### src/rtl/alu_pkg.sv
// Shared types and widths for the ALU execution controller.
// Opcode/state enums plus the combinational single-cycle result select.
package alu_pkg;

  localparam int N        = 16;
  localparam int SEL_LINE = 4;
  localparam int RA_W     = 3;
  localparam int CNT_W    = $clog2(N);

  typedef enum logic [SEL_LINE-1:0] {
    OP_ADD = 4'd0,
    OP_SUB = 4'd1,
    OP_MUL = 4'd2,
    OP_DIV = 4'd3,
    OP_AND = 4'd4,
    OP_OR  = 4'd5,
    OP_XOR = 4'd6
  } opcode_e;

  typedef enum logic [1:0] {
    ST_IDLE = 2'd0,
    ST_MUL  = 2'd1,
    ST_DIV  = 2'd2
  } state_e;

  // Add/sub wrap modulo 2^N; non-single-cycle opcodes yield zero.
  function automatic logic [N-1:0] alu_single(input logic [SEL_LINE-1:0] op,
                                              input logic [N-1:0] a,
                                              input logic [N-1:0] b);
    logic [N-1:0] r;
    r = '0;
    case (op)
      OP_ADD:  r = a + b;
      OP_SUB:  r = a - b;
      OP_AND:  r = a & b;
      OP_OR:   r = a | b;
      OP_XOR:  r = a ^ b;
      default: r = '0;
    endcase
    return r;
  endfunction

endpackage

### src/rtl/alu_exec_ctrl_if.sv
// Decode-side issue handshake and register-file writeback bundle.
// master = decode/bench side, slave = the execution controller.
interface alu_exec_ctrl_if;
  import alu_pkg::*;

  logic                in_valid;
  logic                in_ready;
  logic [SEL_LINE-1:0] op_opcode;
  logic [N-1:0]        rs1_val;
  logic [N-1:0]        rs2_val;
  logic [RA_W-1:0]     rd_addr;
  logic                wb_valid;
  logic [RA_W-1:0]     wb_addr;
  logic [N-1:0]        wb_data;
  logic                busy;
  logic                err_illegal;

  modport master (
    output in_valid, op_opcode, rs1_val, rs2_val, rd_addr,
    input  in_ready, wb_valid, wb_addr, wb_data, busy, err_illegal
  );

  modport slave (
    input  in_valid, op_opcode, rs1_val, rs2_val, rd_addr,
    output in_ready, wb_valid, wb_addr, wb_data, busy, err_illegal
  );

endinterface

### src/rtl/alu_exec_ctrl_seq_muldiv_unit.sv
// Shared iterative datapath: shift-add multiply or restoring divide, one bit per step.
// result is the value the registers take on the current step, valid alongside done.
module seq_muldiv_unit
  import alu_pkg::*;
(
  input  logic         clk,
  input  logic         rst_n,
  input  logic         start,
  input  logic         mode_div,
  input  logic         step,
  input  logic [N-1:0] a,
  input  logic [N-1:0] b,
  output logic         done,
  output logic [N-1:0] result
);

  logic [N-1:0]     acc_q, acc_d;
  logic [N-1:0]     shf_q, shf_d;
  logic [N-1:0]     opd_q, opd_d;
  logic [CNT_W-1:0] cnt_q;
  logic             div_q;
  logic [N:0]       rem_sh;
  logic [N-1:0]     rem_diff;
  logic             fits;

  // Mul: acc=product, shf=multiplier, opd=multiplicand. Div: acc=remainder, shf=dividend->quotient, opd=divisor.
  always_comb begin
    acc_d    = acc_q;
    shf_d    = shf_q;
    opd_d    = opd_q;
    rem_sh   = {acc_q, shf_q[N-1]};
    rem_diff = rem_sh[N-1:0] - opd_q;
    fits     = (rem_sh >= {1'b0, opd_q});
    if (div_q) begin
      acc_d = fits ? rem_diff : rem_sh[N-1:0];
      shf_d = {shf_q[N-2:0], fits};
    end else begin
      acc_d = acc_q + (shf_q[0] ? opd_q : '0);
      opd_d = {opd_q[N-2:0], 1'b0};
      shf_d = {1'b0, shf_q[N-1:1]};
    end
  end

  assign done   = step && (cnt_q == CNT_W'(N-1));
  assign result = div_q ? shf_d : acc_d;

  always_ff @(posedge clk or negedge rst_n) begin
    if (!rst_n) begin
      acc_q <= '0;
      shf_q <= '0;
      opd_q <= '0;
      cnt_q <= '0;
      div_q <= 1'b0;
    end else if (start) begin
      acc_q <= '0;
      shf_q <= mode_div ? a : b;
      opd_q <= mode_div ? b : a;
      cnt_q <= '0;
      div_q <= mode_div;
    end else if (step) begin
      acc_q <= acc_d;
      shf_q <= shf_d;
      opd_q <= opd_d;
      cnt_q <= cnt_q + 1'b1;
    end
  end

endmodule

### src/rtl/alu_exec_ctrl.sv
// ALU execution controller: issue handshake, IDLE/MUL/DIV sequencing, writeback pulse.
// Single-cycle ops write back on the accept edge; mul/div write back on the final step.
module alu_exec_ctrl
  import alu_pkg::*;
(
  input  logic           clk,
  input  logic           rst_n,
  alu_exec_ctrl_if.slave bus
);

  state_e          state_q, state_d;
  logic            in_ready;
  logic            accept;
  logic            mdu_start, mdu_div, mdu_done;
  logic [N-1:0]    mdu_result;
  logic [RA_W-1:0] rd_q;
  logic            wb_load, err_d;
  logic [N-1:0]    wb_data_d, wb_data_q;
  logic [RA_W-1:0] wb_addr_d, wb_addr_q;
  logic            wb_valid_q, err_q;

  assign in_ready        = (state_q == ST_IDLE);
  assign accept          = bus.in_valid && in_ready;
  assign bus.in_ready    = in_ready;
  assign bus.busy        = !in_ready;
  assign bus.wb_valid    = wb_valid_q;
  assign bus.wb_addr     = wb_addr_q;
  assign bus.wb_data     = wb_data_q;
  assign bus.err_illegal = err_q;

  seq_muldiv_unit u_mdu (
    .clk      (clk),
    .rst_n    (rst_n),
    .start    (mdu_start),
    .mode_div (mdu_div),
    .step     (!in_ready),
    .a        (bus.rs1_val),
    .b        (bus.rs2_val),
    .done     (mdu_done),
    .result   (mdu_result)
  );

  always_comb begin
    state_d   = state_q;
    mdu_start = 1'b0;
    mdu_div   = 1'b0;
    wb_load   = 1'b0;
    wb_data_d = wb_data_q;
    wb_addr_d = wb_addr_q;
    err_d     = 1'b0;
    case (state_q)
      ST_IDLE: begin
        if (accept) begin
          case (bus.op_opcode)
            OP_ADD, OP_SUB, OP_AND, OP_OR, OP_XOR: begin
              wb_load   = 1'b1;
              wb_data_d = alu_single(bus.op_opcode, bus.rs1_val, bus.rs2_val);
              wb_addr_d = bus.rd_addr;
            end
            OP_MUL: begin
              mdu_start = 1'b1;
              state_d   = ST_MUL;
            end
            OP_DIV: begin
              mdu_start = 1'b1;
              mdu_div   = 1'b1;
              state_d   = ST_DIV;
            end
            default: err_d = 1'b1;
          endcase
        end
      end
      ST_MUL, ST_DIV: begin
        if (mdu_done) begin
          wb_load   = 1'b1;
          wb_data_d = mdu_result;
          wb_addr_d = rd_q;
          state_d   = ST_IDLE;
        end
      end
      default: state_d = ST_IDLE;
    endcase
  end

  always_ff @(posedge clk or negedge rst_n) begin
    if (!rst_n) begin
      state_q    <= ST_IDLE;
      rd_q       <= '0;
      wb_valid_q <= 1'b0;
      wb_addr_q  <= '0;
      wb_data_q  <= '0;
      err_q      <= 1'b0;
    end else begin
      state_q    <= state_d;
      wb_valid_q <= wb_load;
      err_q      <= err_d;
      if (mdu_start) rd_q <= bus.rd_addr;
      if (wb_load) begin
        wb_addr_q <= wb_addr_d;
        wb_data_q <= wb_data_d;
      end
    end
  end

endmodule
### src/flat_wrapper.sv
// flat-port wrapper written by rule: the top's interface ports become plain ports
module alu_exec_ctrl_flat import alu_pkg::*;
  (clk, rst_n, bus_in_valid, bus_op_opcode, bus_rs1_val, bus_rs2_val, bus_rd_addr, bus_in_ready, bus_wb_valid, bus_wb_addr, bus_wb_data, bus_busy, bus_err_illegal);
  alu_exec_ctrl_if bus_i ();
  input  logic clk;
  input  logic rst_n;
  input wire logic [$bits(bus_i.in_valid)-1:0] bus_in_valid;
  input wire logic [$bits(bus_i.op_opcode)-1:0] bus_op_opcode;
  input wire logic [$bits(bus_i.rs1_val)-1:0] bus_rs1_val;
  input wire logic [$bits(bus_i.rs2_val)-1:0] bus_rs2_val;
  input wire logic [$bits(bus_i.rd_addr)-1:0] bus_rd_addr;
  output wire logic [$bits(bus_i.in_ready)-1:0] bus_in_ready;
  output wire logic [$bits(bus_i.wb_valid)-1:0] bus_wb_valid;
  output wire logic [$bits(bus_i.wb_addr)-1:0] bus_wb_addr;
  output wire logic [$bits(bus_i.wb_data)-1:0] bus_wb_data;
  output wire logic [$bits(bus_i.busy)-1:0] bus_busy;
  output wire logic [$bits(bus_i.err_illegal)-1:0] bus_err_illegal;
  assign bus_i.in_valid = bus_in_valid;
  assign bus_i.op_opcode = bus_op_opcode;
  assign bus_i.rs1_val = bus_rs1_val;
  assign bus_i.rs2_val = bus_rs2_val;
  assign bus_i.rd_addr = bus_rd_addr;
  assign bus_in_ready = bus_i.in_ready;
  assign bus_wb_valid = bus_i.wb_valid;
  assign bus_wb_addr = bus_i.wb_addr;
  assign bus_wb_data = bus_i.wb_data;
  assign bus_busy = bus_i.busy;
  assign bus_err_illegal = bus_i.err_illegal;
  alu_exec_ctrl u_core (.clk(clk), .rst_n(rst_n), .bus(bus_i));
endmodule
### config.mk
export PLATFORM = sky130hd
export DESIGN_NAME = alu_exec_ctrl_flat
export DESIGN_NICKNAME = d
export VERILOG_FILES = /design/src/rtl/alu_pkg.sv /design/src/rtl/alu_exec_ctrl_if.sv /design/src/rtl/alu_exec_ctrl_seq_muldiv_unit.sv /design/src/rtl/alu_exec_ctrl.sv /design/src/flat_wrapper.sv
export SDC_FILE = /design/constraint.sdc
export NUM_CORES = 1
export LEC_CHECK = 0
export BUFFER_PORTS_ARGS = -buffer_cell sky130_fd_sc_hd__clkbuf_2
export CAP_MARGIN = 20
export CORE_ASPECT_RATIO = 0.5
export CORE_UTILIZATION = 35
export CTS_CLUSTER_SIZE = 14
export DETAILED_ROUTE_END_ITERATION = 8
export PLACE_DENSITY_LB_ADDON = 0.08
export SYNTH_ARGS = -nofsm -noshare
export SYNTH_HDL_FRONTEND = slang
export SYNTH_SLANG_ARGS = --single-unit
export TNS_END_PERCENT = 30
### constraint.sdc
create_clock -name clk -period 7.04 [get_ports clk]
set_input_delay 0.352 -clock clk [delete_from_list [all_inputs] [get_ports clk]]
set_output_delay 0.352 -clock clk [all_outputs]
set_load 0.1 [all_outputs]
==> summary.txt <==
Run status
  – Outcome: finished, final reports clean

Clock tree
  – Clock transition at the register clock pins on the worst setup and hold paths after CTS: 0.07 ns
  – Clock buffers created by TritonCTS: 9
  – Clock insertion delay at the later pin of the skew report: 0.35 ns
  – Number of H-tree levels: 3
  – Setup Buffers After CTS: 0
  – Clock tree buffer depth: 2
  – Resized cells post-CTS: 0
  – Num Clock Sinks: 79
  – CTS tree: done
  – CTS root buffer: clkbuf_16

Yosys
  – Post-synthesis share of cell area spent on xor and xnor gates: 4.598%
  – Largest family of logic cells by synthesized area: compound AO/OA/AOI/OAI gates
  – Post-synthesis sequential area ratio: 24.71%
  – Adder-cell share of the synthesized area: 13.58%
  – Largest area contributor in the netlist: dfrtp_1
  – Area share of the largest cell type after synthesis: 24.71%
  – Number of storage elements in the synthesis netlist: 79
  – Post-Syn Area per Cell: 7.782 µm²
  – Post-synth design cell area: roughly 8000 µm²
  – YS warnings: 0
  – Synthesized-area fraction occupied by ao, oa, aoi and oai cells: approximately 28%
  – FFs w/ async S/R, synth: 100.0%
  – Simple-gate share of the synthesized area: 17.89%
  – Cells taking the most area after synthesis: dfrtp_1 (25%), ha_1 (13%), o21ai_0 (7.3%)
  – Proportion of synthesized area in mux cells: under 10%
  – Mapped Nets: 1155
  – Synth cell types: 74
  – Most used flip-flop cell after synthesis: dfrtp_1
  – Count of flip-flops with a built-in enable after synthesis: 0
  – Gate count after technology mapping: 1028

Routing
  – Average wire per cell in the routed design: about 20 µm
  – First-pass iteration count of the detailed router: 5
  – Number of design-rule violations left by the first detailed-router iteration: 685
  – Post-DRT Antenna Nets: 0
  – Post-detailed-route DRC marker count: 0
  – Via density: 5.589
  – Drt total wl: 27290 µm
  – Routed vias: 7635

Placement
  – Post-detailed-placement half-perimeter wirelength: 20970 µm
  – Placer's final routability congestion estimate: 0.8963
  – PortBufs: 64

Floorplanning
  – Site Rows: 38
  – Y dimension of the die: 108.9 µm
  – Core Area: 22010 µm²
  – Full die area: approximately 24000 µm²
  – Number of primary I/O pins: 65
  – DIE WIDTH: ~220 µm
  – Effective utilization at floorplan: 36.34%

Global routing
  – Global-route usage over all layers: 23.80%
  – Number of global-route vias before repair: 7094
  – Antenna violations before repair: 0
  – Global-route wire length before repair: 42470 µm
  – Grt ovf: 0
  – Pin count of the biggest net entering global routing: 68

Final layout
  – Most frequent cells in the layout: nand2_1 (137), o21ai_0 (116), inv_1 (86)
  – Antenna fix cells: 0
  – Number of nets at the end of the flow: 1188
  – Fill cell total of the finished layout: 2272
  – Most common cell after layout, fill and taps aside: nand2_1
  – Share of final-layout standard cells stronger than drive strength 1: 11.35%
  – Area grow syn2layout: 11.93%

STA
  – Final setup violation count: 0
  – Worst relative slew slack: 44.36%
  – Setup repair after global routing missed its margin: false
  – Final setup TNS: 0 ns
  – Number of hold violations in the final report: 0
  – Worst slew pin tran: between 0.8 and 0.9 ns
  – Max Freq: 289.1 MHz
  – Clock Skews: 0.007072 ns
  – Final clock period utilization by the worst path: around half
  – Clock period minus final worst setup slack: 3.459 ns
  – Max-slew violations: 0

Worst setup path
  – Required time of the critical path: 7.30 ns
  – Element type at the critical path end: flip-flop
  – Worst r2r src: u_core.u_mdu.shf_q[0]
  – Logic depth of the worst register-to-register path: 10
  – Register-to-register setup slack: 3.58 ns
  – Nature of the critical path startpoint: flip-flop
  – Critical Path AT: 3.72 ns
  – R2R Path End: u_core.bus.wb_data[15]
  – Type of the setup path with the least slack: reg -> reg
  – Worst-path maximum fanout: 18
  – Origin of the worst setup path: u_core.u_mdu.shf_q[0]

Hold path
  – Tightest Hold Check Type: in -> reg
  – Number of stages on the worst hold path: 2
  – Hold path endpoint: u_core.rd_q[1]
  – Launch point of the worst hold path: bus_rd_addr[1]

Job
  – Total of max-cap violations: 0

Power and ir drop
  – Total power of the final layout: approximately 3.9 mW
  – Maximum resistive drop on vdd: 0.0002459 V
  – PD cells: 432.2 nW/µm²
  – Leakage component of the power: 4.026 nW
worst max path at each step:
stage | to | cells past startpoint
floorplan | u_core.bus.wb_data[15] | 14
global placement | u_core.bus.wb_data[13] | 13
CTS | u_core.bus.wb_data[13] | 13
global route | u_core.bus.wb_data[13] | 13
detailed placement | u_core.bus.wb_data[13] | 13
finish | u_core.bus.wb_data[15] | 10
routing by layer:
metal / vias to the layer above / wire length, µm / track usage [%]
met1: 3656 / 14970 / 37.95
met4: 0 / 218 / 3.546
met3: 12 / 1460 / 3.487
met2: 206 / 10640 / 33.35
li1: 3761 / - / -
met5: - / 0 / 0
power breakdown:
part           internal (mW)  total, mW  switching (mW)
sequential             0.637      0.819           0.182
clock                  0.323      0.533           0.211
combinational          0.824       2.52            1.69
cell type report:
class | instances | area, µm² | share of cell area (%)
Clock buffer | 10 | 239.0 | 2.669
Clock inverter | 6 | 90.09 | 1.006
Inverter | 88 | 330.3 | 3.689
Multi-Input combinational cell | 806 | 5499 | 61.41
Sequential cell | 79 | 1978 | 22.09
Tap cell | 300 | 375.4 | 4.192
Timing Repair Buffer | 77 | 442.9 | 4.946
what timing repair did:
action,in CTS,in global routing
hold buffers,1,0
endpoints found under the setup margin,0,0
endpoints found under the hold margin,21,0
per-stage QoR:
stage,util [%],instance area [µm²],std cells,hold slack (ns),setup slack [ns]
floorplan,-,8000,1028,0.05641,3.777
global placement,39.01,8588,1348,0.2801,3.306
detailed placement,39.14,8616,1349,0.2907,3.271
CTS,40.68,8955,1366,0.2455,3.607
global route,40.68,8955,1366,0.2562,3.237
finish,40.68,8955,1366,0.2541,3.581
cell usage after synthesis, types with 10 or more instances:
cell      instances
inv_1            86
o211ai_1         36
o31ai_1          10
ha_1             82
nand2_1         137
nand3_1          19
mux2_2           13
nor2b_1          17
mux2i_1          17
dfrtp_1          79
xnor2_1          29
nor2_1           51
a31oi_1          11
nand2b_1         10
o21a_1           15
a21oi_1          50
clkbuf_1         44
a21o_1           17
nor3_1           11
o21ai_0         116
xor2_1           13
and2_1           19
flip-flops by register name (all words and copies together), names as in the netlist:
name / cells
u_core.bus.err_illegal: 1
u_core.bus.wb_addr: 3
u_core.bus.wb_data: 16
u_core.bus.wb_valid: 1
u_core.rd_q: 3
u_core.state_q: 2
u_core.u_mdu.acc_q: 16
u_core.u_mdu.cnt_q: 4
u_core.u_mdu.div_q: 1
u_core.u_mdu.opd_q: 16
u_core.u_mdu.shf_q: 16
cell families (layout without fill, tap and decap cells):
kind of cell,after synthesis,count (layout)
compound gates,344,344
xor+xnor,42,42
fa+ha+maj,85,85
buf+inv,143,181
flops,79,79
mux,30,30
simple gates,305,305
worst max-delay path: stages (launching register included):
cell	delay, ns
dfrtp_1	0.67
nand2_1	0.18
inv_1	0.09
ha_1	0.21
a21oi_1	0.22
o211ai_1	0.29
a2111oi_0	0.71
o31ai_1	0.17
xnor2_1	0.33
o21ai_0	0.24
a32oi_1	0.26
No activity file was read; power rests on OpenSTA's default activity.
